==> src/rtl/scan_bist_pkg.sv <==
// Shared types and constants for the logic-BIST controller slice.
// Optional build macro used by scan_bist_ctrl: SCAN_FIRST_UNLOAD_MASK_EN.
package scan_bist_pkg;

    typedef enum logic [2:0] {
        IDLE,
        SHIFT,
        CAPTURE,
        UNLOAD,
        DONE
    } state_t;

    // x^16+x^14+x^13+x^11+1 in polynomial order (bit 15 = x^16 side)
    localparam logic [15:0] LFSR_TAP_MASK = 16'hB400;
    localparam logic [15:0] DEFAULT_SEED  = 16'hACE1;

    // A right-shifting Fibonacci register taps the mirror image of the polynomial mask.
    function automatic logic [15:0] tap_select(input logic [15:0] mask);
        logic [15:0] r;
        r = '0;
        for (int unsigned i = 0; i < 16; i++) begin
            r[i] = mask[15-i];
        end
        return r;
    endfunction

endpackage

==> src/rtl/scan_bist_ctrl_lfsr.sv <==
// 16-bit right-shifting Fibonacci LFSR with load, enable and serial XOR input.
// Serial input tied low gives a PRPG; driven by scan data it acts as a MISR.
module scan_lfsr
    import scan_bist_pkg::*;
#(
    parameter logic [15:0] RST_VAL = '0
) (
    input  logic        clk,
    input  logic        rst_n,
    input  logic        en,
    input  logic        load,
    input  logic [15:0] load_val,
    input  logic        serial_in,
    output logic [15:0] q
);

    localparam logic [15:0] TAPS = tap_select(LFSR_TAP_MASK);

    logic fb;

    assign fb = (^(q & TAPS)) ^ serial_in;

    always_ff @(posedge clk or negedge rst_n) begin
        if (!rst_n) begin
            q <= RST_VAL;
        end else if (load) begin
            q <= load_val;
        end else if (en) begin
            q <= {fb, q[15:1]};
        end
    end

endmodule

==> src/rtl/scan_bist_ctrl.sv <==
// Logic-BIST controller: PRPG feeds the core scan chain, MISR compacts its output.
// Build macro SCAN_FIRST_UNLOAD_MASK_EN masks compaction during the first pattern's shift.
module scan_bist_ctrl
    import scan_bist_pkg::*;
#(
    parameter int unsigned CHAIN_LEN     = 64,
    parameter int unsigned PATTERN_COUNT = 256,
    parameter logic [15:0] SEED          = DEFAULT_SEED,
    parameter logic [15:0] GOLDEN        = 16'h0000
) (
    input  logic        clk,
    input  logic        rst_n,
    input  logic        start,
    input  logic        abort,
    input  logic        scan_out,
    output logic        scan_in,
    output logic        scan_en,
    output logic        test_mode,
    output logic        busy,
    output logic        done,
    output logic        pass,
    output logic [15:0] signature
);

    localparam int unsigned SW = (CHAIN_LEN > 1) ? $clog2(CHAIN_LEN) : 1;
    localparam int unsigned PW = $clog2(PATTERN_COUNT + 1);
    localparam logic [SW-1:0] SHIFT_LAST = SW'(CHAIN_LEN - 1);
    localparam logic [PW-1:0] PAT_LAST   = PW'(PATTERN_COUNT - 1);

    if (SEED == 16'h0000) begin : g_bad_seed
        $error("scan_bist_ctrl: SEED must be non-zero");
    end

    state_t        state;
    logic [SW-1:0] shift_cnt;
    logic [PW-1:0] pat_cnt;
    logic [15:0]   prpg_q;
    logic          shifting;
    logic          run_load;
    logic          misr_en;

    assign shifting = (state == SHIFT) || (state == UNLOAD);
    assign run_load = (state == IDLE) && start && !abort;

`ifdef SCAN_FIRST_UNLOAD_MASK_EN
    assign misr_en = shifting && !abort && (pat_cnt != '0);
`else
    assign misr_en = shifting && !abort;
`endif

    scan_lfsr #(.RST_VAL(SEED)) u_prpg (
        .clk       (clk),
        .rst_n     (rst_n),
        .en        (shifting && !abort),
        .load      (run_load),
        .load_val  (SEED),
        .serial_in (1'b0),
        .q         (prpg_q)
    );

    scan_lfsr #(.RST_VAL(16'h0000)) u_misr (
        .clk       (clk),
        .rst_n     (rst_n),
        .en        (misr_en),
        .load      (run_load),
        .load_val  (16'h0000),
        .serial_in (scan_out),
        .q         (signature)
    );

    assign scan_in = prpg_q[0];

    // A non-zero seed keeps the PRPG out of its lock-up state.
    assert property (@(posedge clk) disable iff (!rst_n) prpg_q != 16'h0000);

    // Outputs are assigned alongside each transition so they reflect the state being entered.
    always_ff @(posedge clk or negedge rst_n) begin
        if (!rst_n) begin
            state     <= IDLE;
            shift_cnt <= '0;
            pat_cnt   <= '0;
            scan_en   <= 1'b0;
            test_mode <= 1'b0;
            busy      <= 1'b0;
            done      <= 1'b0;
            pass      <= 1'b0;
        end else begin
            done <= 1'b0;
            if (abort) begin
                state     <= IDLE;
                shift_cnt <= '0;
                pat_cnt   <= '0;
                scan_en   <= 1'b0;
                test_mode <= 1'b0;
                busy      <= 1'b0;
                pass      <= 1'b0;
            end else begin
                case (state)
                    IDLE: begin
                        if (start) begin
                            state     <= SHIFT;
                            shift_cnt <= '0;
                            pat_cnt   <= '0;
                            pass      <= 1'b0;
                            scan_en   <= 1'b1;
                            test_mode <= 1'b1;
                            busy      <= 1'b1;
                        end
                    end
                    SHIFT: begin
                        if (shift_cnt == SHIFT_LAST) begin
                            state     <= CAPTURE;
                            shift_cnt <= '0;
                            scan_en   <= 1'b0;
                        end else begin
                            shift_cnt <= shift_cnt + 1'b1;
                        end
                    end
                    CAPTURE: begin
                        pat_cnt <= pat_cnt + 1'b1;
                        scan_en <= 1'b1;
                        state   <= (pat_cnt == PAT_LAST) ? UNLOAD : SHIFT;
                    end
                    UNLOAD: begin
                        if (shift_cnt == SHIFT_LAST) begin
                            state     <= DONE;
                            shift_cnt <= '0;
                            scan_en   <= 1'b0;
                            busy      <= 1'b0;
                            done      <= 1'b1;
                        end else begin
                            shift_cnt <= shift_cnt + 1'b1;
                        end
                    end
                    DONE: begin
                        pass      <= (signature == GOLDEN);
                        test_mode <= 1'b0;
                        state     <= IDLE;
                    end
                    default: begin
                        state     <= IDLE;
                        scan_en   <= 1'b0;
                        test_mode <= 1'b0;
                        busy      <= 1'b0;
                    end
                endcase
            end
        end
    end

endmodule

==> config.mk <==
export PLATFORM = sky130hd
export DESIGN_NAME = scan_bist_ctrl
export DESIGN_NICKNAME = d
export VERILOG_FILES = /design/src/rtl/scan_bist_pkg.sv /design/src/rtl/scan_bist_ctrl_lfsr.sv /design/src/rtl/scan_bist_ctrl.sv
export SDC_FILE = /design/constraint.sdc
export NUM_CORES = 1
export LEC_CHECK = 0
export BUFFER_PORTS_ARGS = -buffer_cell sky130_fd_sc_hd__buf_2
export CAP_MARGIN = 20
export CORE_MARGIN = 3
export CORE_UTILIZATION = 40
export CTS_CLUSTER_SIZE = 25
export DETAILED_ROUTE_END_ITERATION = 8
export GPL_ROUTABILITY_DRIVEN = 1
export GPL_TIMING_DRIVEN = 0
export SLEW_MARGIN = 40
export SYNTH_ARGS = -nofsm -noshare
export SYNTH_HDL_FRONTEND = slang
export SYNTH_HIERARCHICAL = 1
export SYNTH_SLANG_ARGS = --single-unit
==> constraint.sdc <==
create_clock -name clk -period 5.15 [get_ports clk]
set_input_delay 0 -clock clk [delete_from_list [all_inputs] [get_ports clk]]
set_output_delay 0 -clock clk [all_outputs]
set_load 0.02 [all_outputs]
* Word-level counts from Yosys, hierarchy flattened *
Cells that the tools add are included.

word-level totals
  flip-flop bits (word level) = 55
  input bits = 5
  logic and storage cells = 80

operators by class
  add/subtract/negate cells = 2
  equality and inequality tests = 13
  muxes and demuxes = 31
  bitwise gates (word level) = 1
  reduce and logical (&&, ||, !) cells = 23

operator list
  kind                                                                     number
  16-bit two-way mux                                                       4
  16-bit XOR reduction                                                     2
  6-bit two-way mux                                                        3
  9-bit two-way mux                                                        2
  9-bit case mux with 2 select lines                                       1
  16-bit logical NOT                                                       1
  3-bit two-way mux                                                        4
  3-bit case mux with 4 select lines                                       1
  6-bit case mux with 2 select lines                                       1
  1-bit two-way mux                                                        10
  9-bit by 1-bit adder with 9-bit output, second input constant            1
  9-bit by 8-bit == test with 1-bit output, second input constant          1
  3-bit AND reduction                                                      3
  3-bit nonzero test                                                       3
  2-bit AND reduction                                                      4
  6-bit by 1-bit adder with 6-bit output, second input constant            1
  3-bit by 2-bit == test with 1-bit output, second input constant          2
  6-bit == test, second input constant                                     1
  3-bit by 2-bit inequality test with 1-bit output, second input constant  2
  3-bit OR reduction                                                       2
  2-bit by 1-bit inequality test with 1-bit output, second input constant  2
  1-bit case mux with 2 select lines                                       2
  1-bit case mux with 4 select lines                                       1
  3-bit by 1-bit == test with 1-bit output, second input constant          1
  other kinds (13)                                                         15

* Depth between registers and ports, before layout *
  word-level depth = 5
  mapped depth = 9

* By module *
The synthesis kept the hierarchy.

modules (own cells, without submodules)
  module              instances  cells each  area an instance (um2)  sequential area each (um2)
  scan_bist_ctrl      1          139         1268.7                  575.6
  scan_lfsr (u_prpg)  1          73          788.3                   410.4
  scan_lfsr (u_misr)  1          73          778.2                   400.4

* Least setup slack after synthesis *
OpenSTA, ideal clock, no wires.

  path type = reg-to-reg
  start = reg state[0]
  end = reg u_misr.q[10]
  library setup time = 0.135 ns
  data arrival time = 1.714 ns
  required time = 5.015 ns
  path slack = 3.301 ns
  stages on the path, launching flop included = 5
  clock period less this slack = 1.849 ns
  cells stage by stage = dfrtp_1 -> or3b_2 -> nor2_1 -> clkbuf_1 -> o21ai_0

on the way
  word-level cells in the longest chain between the ends = 4
  elaborated cells between the ends (all ways) = 9
  those cells by class = 2 x eq/ne; 1 x mux; 6 x reduce/logical

ends and longest elaborated chain
  element                                                          line                       RTL
  from (decl)                                                      scan_bist_ctrl.sv:34       state_t state;
  from (signal assigned)                                           scan_bist_ctrl.sv:122      state <= (pat_cnt == PAT_LAST) ? UNLOAD : SHIFT;
  3-bit logical NOT (*)                                            scan_bist_ctrl.sv:43       assign run_load = (state == IDLE) && start && !abort;
  1-bit logical AND (*) (2 in series)                              scan_bist_ctrl.sv:43
  named net run_load                                               scan_bist_ctrl.sv:39       logic run_load;
  16-bit two-way mux / 2-bit nonzero test (equally long branches)  -
  to (signal assigned)                                             scan_bist_ctrl_lfsr.sv:27  q <= load_val;
  to (signal assigned)                                             scan_bist_ctrl_lfsr.sv:29  q <= {fb, q[15:1]};
  to (decl)                                                        scan_bist_ctrl_lfsr.sv:14  output logic [15:0] q

Mark *: on every way through the listed nets, which the timed path passes. The rest lies on a longest branch.
A chain may end at the register's enable or synchronous reset.

* Final worst setup path *
  start = reg state[0]
  end = reg u_misr.q[8]

Same word-level chain as after synthesis.

==> impl_metrics.json <==
{
  "final_area_um2": 3330,
  "first_global_vias": 2134,
  "synthCells": 285,
  "num_antenna_cells": 0,
  "fp.dieW_um": 90.2,
  "clock_power_share_pct": 26.8,
  "synthFlopType": "dfrtp_1",
  "synth_top_area_share_pct": 41.5,
  "critPathSlowestCell": "or3b_2",
  "yosys.area.top_type": "dfrtp_1",
  "slew_viol_final": 0,
  "hold_path.class": "input port to register",
  "hold_ws_ps": 60.5,
  "switchingPower_uw": 352,
  "drive_above_1_share_pct": 16.5,
  "dp_hpwl_um": 3920,
  "hold_viol": 0,
  "area_growth_pct": 17.6,
  "setup_violations": 0,
  "p_int_uw": 778,
  "synth.most_common_cell": "dfrtp_1",
  "io_buffers": 26,
  "wl_um": 5830,
  "yosys-top-cells-area": "dfrtp_1 41%, mux2i_1 11%, o21ai_0 7.9%, dfstp_2 7.4%, nand2_1 5.4%",
  "die_area_um2": 8130,
  "power.density_nw_per_um2": 339,
  "finalPower_uw": 1130,
  "grt_overflow": 0,
  "cts_max_level": 2,
  "fillerInstances": 680,
  "peakVddDrop_mv": 0.134,
  "initialDrtViolationCount": 64,
  "clk-insertion-delay-late_ps": 310,
  "cts_tree": "built",
  "switching_share_pct": 31.2,
  "relSlewSlack_pct": 51.2,
  "synth_edf_count": 0,
  "status": "complete, no violations",
  "leakagePower_uw": 0.00149,
  "setup-tns-final_ps": 0,
  "syn_area_per_cell_um2": 9.95,
  "p_comb_share_pct": 22.4,
  "max_stage_delay_ps": 510,
  "path_cells": "or3b_2 > nor2_2 > clkbuf_1 > o21ai_0",
  "gp_congestion": 0.758,
  "clock-sinks": 55,
  "achievable-frequency_mhz": 469,
  "post_cts_buffers": 0,
  "antenna_found_initial": 0,
  "drt-wirelength-per-cell_um": 13.0,
  "critPathLaunchType": "register",
  "maxCapViolCount": 0,
  "arrival_ps": 2300,
  "row_count": 30,
  "worst-setup-path-type": "register to register",
  "fin_skew_ps": 9.14,
  "post-route-util_pct": 48.8,
  "first_pass_iters": 4,
  "clkSlewWorstSetupHoldPaths_ps": 110,
  "worstMarginPinSlew_ps": 731,
  "post-route-min-period_ps": 2130,
  "syn_area_um2": 2840,
  "fp.dieH_um": 90.2,
  "initial_core_util_pct": 41.5,
  "seq_power_share_pct": 50.8,
  "viasPerCell": 4.96,
  "async_flop_share_pct": 100,
  "io_pins": 27,
  "grt_max_degree": 56,
  "ant_nets": 0,
  "place_area_um2": 3200,
  "worstSetupEndpointType": "register",
  "seq_area_frac_synth_pct": 48.9,
  "yosys_register_bits": 55,
  "cts_buffers": 5,
  "synth_common_cells": "47 x dfrtp_1, 45 x o21ai_0, 41 x nand2_1",
  "cts_buffer_depth": 2,
  "grt_first_pass_wirelength_um": 10200,
  "critPathRequiredTime_ps": 5320,
  "period_share_pct": 41.4,
  "via_count": 2218,
  "core_um2": 6830,
  "rsz0062_at_grt": "false",
  "root_buffer": "clkbuf_8",
  "yosysUniqueCellTypes": 43,
  "grtUsageTotal_pct": 15.0,
  "crit_fanout": 15,
  "yosys_warnings": 6,
  "nets": 358,
  "drc": 0
}
==> power groups by stage <==
stage / Combinational, uW / Clock [uW] / Sequential [uW]
floorplan: 134 / 0 / 612
global placement: 249 / 0 / 581
detailed placement: 254 / 0 / 582
CTS: 255 / 318 / 575
global route: 283 / 331 / 588
finish: 254 / 303 / 574
==> sequential cells by signal (all words and copies together) (netlist names), 3 cells and up <==
register   flops
u_prpg/q      16
state          3
pat_cnt        9
u_misr/q      16
shift_cnt      6
==> repair_timing <==
action	in CTS	in global routing
endpoints found under the hold margin	47	0
gates resized for setup	0	0
setup endpoints to repair	0	0
hold buffers	1	0
==> area by class of cell <==
type | count | area [um^2] | share of cell area, %
plain buffers | 16 | 91.3 | 2.74
clock buffers | 6 | 82.6 | 2.48
clock inverters | 2 | 35.0 | 1.05
inverters | 5 | 18.8 | 0.563
multi-input cells | 240 | 1460 | 43.7
flip-flops and latches | 55 | 1390 | 41.6
well taps | 96 | 120 | 3.60
repair buffers | 27 | 143 | 4.28
==> kinds of logic (layout without fill, tap and decap cells) <==
logic type / count (synthesis) / after routing / share of synthesized area [%]
and+or+nand+nor: 99 / 99 / 17.7
AOI/OAI and AO/OA: 67 / 67 / 13.7
DFF: 55 / 55 / 48.9
muxes: 32 / 32 / 11.3
buffers and inverters: 21 / 56 / 3.88
xor gates and xnor gates: 6 / 6 / 2.91
adders and majority gates: 3 / 3 / 1.32
other: 2 / 33 / 0.265
==> final timing paths <==
| check | depth (start not counted) | slack [ps] | start | to |
|---|---|---|---|---|
| setup / recovery | 4 | 3020 | state[0] | u_misr/q[8] |
| min in group asynchronous | 2 | 270 | rst_n | pat_cnt[6] |
| setup reg to reg | 4 | 3020 | state[0] | u_misr/q[8] |
| hold reg to reg | 2 | 500 | pat_cnt[8] | pat_cnt[8] |
| hold / removal | 4 | 60 | start | pass |
| max in group asynchronous | 2 | 4370 | rst_n | u_prpg/q[2] |
==> layer usage <==
layer	up-vias	GRT usage, %	share of wire [%]
met5	-	0	0
met4	0	3.83	1.0
met3	5	2.93	3.8
met2	46	24.1	45
met1	1063	20.8	50
li1	1104	-	-
==> placed cells by master, fill, tap and decap left out, drive strengths merged, types with 7 or more instances in the layout <==
cell type  count
a21oi          7
and3           7
buf           33
clkbuf        15
conb          33
dfrtp         47
dfstp          8
mux2i         31
nand2         41
nand3          9
nor2          12
o21ai         45
==> metrics by stage <==
step	setup WS (ps)	std cells
floorplan	3300	316
global route	2880	447
finish	3020	447
detailed placement	2790	438
global placement	2840	438
CTS	2770	447
==> critical path, delay by kind of cell, from the launching register on <==
kind / cells / cell delay, ps
and+or+nand+nor: 2 / 990
buffers and inverters: 1 / 410
AOI/OAI and AO/OA: 1 / 170
DFF: 1 / 410
Note: power is estimated with default switching activity, not from simulation.
